==> config.mk <==
export PLATFORM = sky130hd
export DESIGN_NAME = crc_stream_engine
export DESIGN_NICKNAME = d
export VERILOG_FILES = /design/src/rtl/crc_stream_engine.sv
export SDC_FILE = /design/constraint.sdc
export NUM_CORES = 1
export LEC_CHECK = 0
export CORE_MARGIN = 2
export CORE_UTILIZATION = 33
export DETAILED_ROUTE_END_ITERATION = 16
export HOLD_SLACK_MARGIN = 0.1
export PLACE_DENSITY_LB_ADDON = 0.12
export SYNTH_ARGS = -nofsm -noshare
export SYNTH_HDL_FRONTEND = slang
export SYNTH_SLANG_ARGS = --single-unit
==> constraint.sdc <==
create_clock -name clk -period 5.8 [get_ports clk]
set_clock_uncertainty 0.2 [all_clocks]
set_input_delay 0.87 -clock clk [delete_from_list [all_inputs] [get_ports clk]]
set_output_delay 0.87 -clock clk [all_outputs]
set_load 0.02 [all_outputs]
==> src/rtl/crc_stream_engine.sv <==
// crc_stream_engine
//
// Parametrised streaming CRC engine. It folds a multi-byte-per-beat
// valid/ready stream into a CRC register of up to 32 bits. Frames are
// delimited by sof/eof, and the eof beat may be partial. Each finished
// frame's CRC is held in a one-entry output buffer with its own handshake.
//
// Ports:
//   clk, rst      clock and asynchronous active-high reset
//   in_valid      input beat valid
//   in_ready      input beat accepted when in_valid & in_ready
//   in_data       input beat; the most significant byte is processed first
//   in_sof        first beat of a frame
//   in_eof        last beat of a frame
//   in_nbytes     number of valid left-justified bytes on the eof beat
//   out_valid     frame result available
//   out_ready     result consumed when out_valid & out_ready
//   out_crc       final CRC after output reflection and XOR
//   out_match     raw final register equals the good-frame residue
//   drop_cnt      saturating count of beats discarded outside a frame

module crc_stream_engine #(
    parameter int               CRC_W   = 16,
    parameter logic [CRC_W-1:0] POLY    = 16'h1021,
    parameter logic [CRC_W-1:0] INIT    = 16'hFFFF,
    parameter logic [CRC_W-1:0] XOR_OUT = 16'h0000,
    parameter bit               REFIN   = 1'b0,
    parameter bit               REFOUT  = 1'b0,
    parameter logic [CRC_W-1:0] RESIDUE = 16'h0000,
    parameter int               DATA_W  = 32
) (
    input  logic                        clk,
    input  logic                        rst,
    input  logic                        in_valid,
    output logic                        in_ready,
    input  logic [DATA_W-1:0]           in_data,
    input  logic                        in_sof,
    input  logic                        in_eof,
    input  logic [$clog2(DATA_W/8):0]   in_nbytes,
    output logic                        out_valid,
    input  logic                        out_ready,
    output logic [CRC_W-1:0]            out_crc,
    output logic                        out_match,
    output logic [7:0]                  drop_cnt
);

    localparam int NB = DATA_W / 8;

    typedef enum logic {
        IDLE,
        ACCUM
    } state_t;

    state_t             state, state_next;
    logic [CRC_W-1:0]   crc_reg, crc_next;
    logic [CRC_W-1:0]   folded;
    logic [CRC_W-1:0]   out_crc_next;
    logic               out_valid_next;
    logic               out_match_next;
    logic [7:0]         drop_next;
    logic               accept;
    int                 eff_n;

    function automatic logic [7:0] reflect8(input logic [7:0] v);
        logic [7:0] r;
        for (int i = 0; i < 8; i++) r[i] = v[7-i];
        return r;
    endfunction

    function automatic logic [CRC_W-1:0] reflect_crc(input logic [CRC_W-1:0] v);
        logic [CRC_W-1:0] r;
        for (int i = 0; i < CRC_W; i++) r[i] = v[CRC_W-1-i];
        return r;
    endfunction

    // Bit-serial MSB-first division unrolled over every byte lane. Lanes at
    // or beyond nuse are skipped, which handles the partial eof beat.
    function automatic logic [CRC_W-1:0] fold(input logic [CRC_W-1:0] seed,
                                              input logic [DATA_W-1:0] data,
                                              input int nuse);
        logic [CRC_W-1:0] c;
        logic [7:0]       bt;
        logic             fb;
        c = seed;
        for (int b = 0; b < NB; b++) begin
            bt = data[DATA_W-1-8*b -: 8];
            if (REFIN) bt = reflect8(bt);
            if (b < nuse) begin
                for (int i = 7; i >= 0; i--) begin
                    fb = c[CRC_W-1] ^ bt[i];
                    c  = {c[CRC_W-2:0], 1'b0};
                    if (fb) c = c ^ POLY;
                end
            end
        end
        return c;
    endfunction

    // A pending result blocks new input so that the single-entry buffer is
    // never overwritten.
    assign in_ready = !out_valid;
    assign accept   = in_valid && in_ready;

    // An out-of-range byte count on the eof beat means a full beat.
    always_comb begin
        eff_n = NB;
        if (in_eof && (in_nbytes != '0) && (int'(in_nbytes) <= NB))
            eff_n = int'(in_nbytes);
    end

    // A sof beat always reseeds, which also abandons any open frame.
    assign folded = fold(in_sof ? INIT : crc_reg, in_data, eff_n);

    // Next-state and datapath decisions for one accepted beat.
    always_comb begin
        state_next     = state;
        crc_next       = crc_reg;
        out_valid_next = out_valid && !out_ready;
        out_crc_next   = out_crc;
        out_match_next = out_match;
        drop_next      = drop_cnt;
        if (accept) begin
            if (in_sof || (state == ACCUM)) begin
                if (in_eof) begin
                    state_next     = IDLE;
                    crc_next       = INIT;
                    out_valid_next = 1'b1;
                    out_crc_next   = (REFOUT ? reflect_crc(folded) : folded) ^ XOR_OUT;
                    out_match_next = (folded == RESIDUE);
                end else begin
                    state_next = ACCUM;
                    crc_next   = folded;
                end
            end else if (drop_cnt != 8'hFF) begin
                drop_next = drop_cnt + 8'd1;
            end
        end
    end

    // State, CRC register and output buffer.
    always_ff @(posedge clk or posedge rst) begin
        if (rst) begin
            state     <= IDLE;
            crc_reg   <= INIT;
            out_valid <= 1'b0;
            out_crc   <= '0;
            out_match <= 1'b0;
            drop_cnt  <= '0;
        end else begin
            state     <= state_next;
            crc_reg   <= crc_next;
            out_valid <= out_valid_next;
            out_crc   <= out_crc_next;
            out_match <= out_match_next;
            drop_cnt  <= drop_next;
        end
    end

endmodule
==> results of run 1 <==
-- timing repair --
action,4_1_cts,5_1_grt
setup buffers,0,0
resized for setup,0,1
endpoints found under the setup margin,0,1
-- cell usage in the layout (no fill, tap or decap), types with 8 or more instances in the layout --
cell	n
xnor3_1	19
clkdlybuf4s50_1	67
a21oi_1	30
mux2_2	9
buf_4	17
inv_1	9
xnor2_1	66
xor2_1	18
dfstp_2	16
nand2_1	43
or3_1	12
nor2_1	46
mux2i_1	11
o21ai_0	24
dfrtp_1	27
nand3_1	8
-- synthesized netlist by cell type, types with 3 or more instances --
master,number
buf_1,4
o21ai_0,24
o22a_1,7
and2_1,3
buf_2,5
xnor2_1,67
nand2_1,43
nor3_1,5
a21o_1,5
buf_4,3
dfstp_2,16
inv_1,9
or3_1,12
o211ai_1,4
xor2_1,18
nor2b_1,6
a21oi_1,30
dfrtp_1,27
mux2_2,9
clkbuf_1,12
nand2b_1,6
o21ai_1,3
a211oi_1,6
xor3_1,4
xnor2_2,4
mux2i_1,11
nand3_1,8
nor2_1,46
nand4_1,6
and3_1,4
xnor3_1,19
-- layer usage --
layer  track usage (%)  vias up  wire, um
met2              27.7       77      5460
met5                 0        -         0
li1                  -     1783         -
met1              26.3     1697      6380
met4              3.42        0       147
met3              2.12        9       403
-- logic make-up (layout without fill, tap and decap cells) --
logic type                 Yosys count  after routing
and+or+nand+nor                    155            155
buffers and inverters               33            101
adders and majority gates            1              1
muxes                               22             22
DFF                                 43             43
AOI/OAI and AO/OA                  103            103
xor gates and xnor gates           114            114
-- through the flow --
step	hold WS (ns)	cells	setup WS (ns)	area [um^2]	setup TNS [ns]
finish	0.291	711	0.400	5380	0
global route	0.335	711	0.144	5380	0
global placement	0.273	703	-0.00277	5230	-0.00277
floorplan	0.285	471	1.21	4330	0
detailed placement	0.271	703	0.00303	5230	0
CTS	0.299	711	0.293	5380	0
-- worst register-to-register path, stage by stage, from the launching register on --
cell       delay [ns]
dfstp_2          0.62
xnor2_1          0.09
nor2_1           0.26
xnor3_1          0.49
xnor2_1          0.18
nor2_1           0.32
xnor3_1          0.50
xnor2_2          0.40
a21oi_1          0.12
nor3_2           0.41
xnor2_2          0.26
a2111oi_2        0.40
nand4_1          0.15
o41ai_2          0.34
-- layout make-up --
cell class | instances | area, um^2
Clock buffer | 6 | 129
Fill cell | 1310 | 7340
Sequential cell | 43 | 1100
Multi-Input combinational cell | 395 | 3100
Timing Repair Buffer | 84 | 798
Clock inverter | 2 | 12.5
Inverter | 9 | 33.8
Tap cell | 172 | 215
-- final timing paths --
check	from	end	slack, ns
max in group asynchronous	rst	crc_reg[4]$_DFFE_PP1P_	4.18
max	in_sof	out_match$_DFFE_PP0P_	0.40
max reg2reg	crc_reg[14]$_DFFE_PP1P_	out_match$_DFFE_PP0P_	0.96
min	out_crc[3]$_DFFE_PP0P_	out_crc[3]$_DFFE_PP0P_	0.29
min reg2reg	out_crc[3]$_DFFE_PP0P_	out_crc[3]$_DFFE_PP0P_	0.29
min in group asynchronous	rst	drop_cnt[0]$_DFFE_PP0P_	0.83
==> key figures, run 1 <==
Status
  – Status: completed

Synth
  – Post-Synth XOR/XNOR Area: about a third
  – Yosys warns: 0
  – Sequential area share after synthesis: between 20% and 30%
  – Synthesized area: between 0.004 and 0.005 mm^2
  – Main area contributors after synthesis: dfrtp_1 (16%), xnor2_1 (14%), xnor3_1 (9.9%), dfstp_2 (9.7%), nor2_1 (4.0%)
  – Synthesized-area fraction occupied by ao, oa, aoi and oai cells: between 10% and 20%
  – Post-synth cell types: 66
  – Largest family of logic cells by synthesized area: XOR/XNOR gates
  – Syn nets: between 500 and 600
  – Syn avg cell area: 9.19 um^2
  – #FFs+latches synth: 43
  – Yosys top cell by area: dfrtp_1
  – Number of synthesized flops with an enable pin: 0
  – Post-synth top area share: 15.6%
  – Ys flop type: dfrtp_1
  – Post-synthesis mux area share: under 10%
  – Cells after synthesis: around 470
  – Asr flop ratio synth: 100%
  – Fraction of the mapped netlist area in adder cells: 0.289%
  – Simple-gate portion of the synthesized area: between 10% and 20%

Routing
  – Via count: about 3600
  – Total detailed-routing wirelength: ~12000 um
  – Initial DRC count: just under 200
  – Pre-antenna DRT Iters: 4
  – Via density: ~5.0
  – Routed len/inst: around 17 um
  – Post-DRT Antenna Nets: 0
  – DRC viols: 0

STA
  – Measured slew at the worst slew-check pin: ~0.86 ns
  – Slew Limit Fails: 0
  – Post-layout min period: around 5.4 ns
  – Slew HR: around 42%
  – Endpoints failing setup: 0
  – Unrepaired setup endpoints after global routing: no
  – Max Freq: ~190 MHz
  – Hold Vio Cnt, Final: 0
  – Final period utilization: 93.1%

Clock tree
  – Hold buffer count at CTS: 0
  – # clock sinks: 43
  – Clock Pin Slew Worst Setup and Hold Paths: around 0.06 ns
  – Max clock buf depth: 2
  – Root Buffer Master: clkbuf_16
  – H-tree depth: 2
  – CTS tree: done
  – Num CTS Buffers: 5
  – Worst-Skew Late Latency: between 0.2 and 0.3 ns

Layout
  – Core Util, Final: between 40% and 50%
  – # nets final: slightly below 600
  – Antenna cells: 0
  – Syn-to-layout area delta: 24.4%
  – Layout cells sized above 1: between 10% and 20%

Critical path
  – Worst EP required: 5.78 ns
  – Kind of cell adding the most delay to the critical path: XOR/XNOR gates
  – CP arrival: between 5 and 6 ns
  – Worst-path cell chain: clkdlybuf4s50_1, buf_4, nor2_1, xnor3_1, xnor2_1, nor2_1, xnor3_1, xnor2_2, a21oi_1, nor3_2, xnor2_2, a2111oi_2, nand4_1, o41ai_2
  – Critical path startpoint category: input port
  – Buffer and inverter count on the worst path: 2
  – Max incr delay on CP: 0.50 ns
  – Slowest stage cell, crit path: xnor3_1
  – Worst path depth: 14
  – CP endpoint kind: flip-flop
  – Setup CP Type: in2reg
  – Reg2reg path depth: 13
  – CP Max Fanout: 31

Floorplan
  – Die W: ~120 um
  – Core region area: 0.0127 mm^2
  – # rows: slightly above 40
  – Die H: 119 um
  – # IOs: between 60 and 70
  – Die ar.: 0.0140 mm^2
  – Initial Util: 34.0%

Min path
  – Hold depth: 2
  – Tightest Hold Check Type: reg2reg

GRT
  – Global-route wire length before repair: 19700 um
  – Antenna violations before repair: 0
  – Global Route Usage Sum: 17.7%
  – Largest net degree at the start of global routing: 44
  – Total congestion overflow: 0
  – Vias in the first global route: 3517

Placed design
  – RePlAce Congestion: just under 0.9
  – DP HPWL: 9730 um
  – Port bufs: 67

Flow run
  – Max-cap violations: 0
Power of run 1 is left out: the tool's default activity adds up to more than one toggle a clock period on the data nets, which glitch-free logic cannot reach.
==> run 2: changes to the inputs <==
--- a/config.mk
+++ b/config.mk
@@ -10,6 +10,7 @@
 export DETAILED_ROUTE_END_ITERATION = 16
 export HOLD_SLACK_MARGIN = 0.1
 export PLACE_DENSITY_LB_ADDON = 0.12
+export SETUP_SLACK_MARGIN = 0.05
 export SYNTH_ARGS = -nofsm -noshare
 export SYNTH_HDL_FRONTEND = slang
 export SYNTH_SLANG_ARGS = --single-unit
==> results of run 2 <==
Same layout as run 1: the final DEF is identical, and so are final timing and power.
Power of run 2 is left out for the same reason.
==> run 3: changes to the inputs <==
--- a/config.mk
+++ b/config.mk
@@ -7,6 +7,7 @@
 export LEC_CHECK = 0
 export CORE_MARGIN = 2
 export CORE_UTILIZATION = 33
+export CTS_CLUSTER_SIZE = 16
 export DETAILED_ROUTE_END_ITERATION = 16
 export HOLD_SLACK_MARGIN = 0.1
 export PLACE_DENSITY_LB_ADDON = 0.12
==> results of run 3 <==
Same layout as run 1: the final DEF is identical, and so are final timing and power.
Power of run 3 is left out for the same reason.
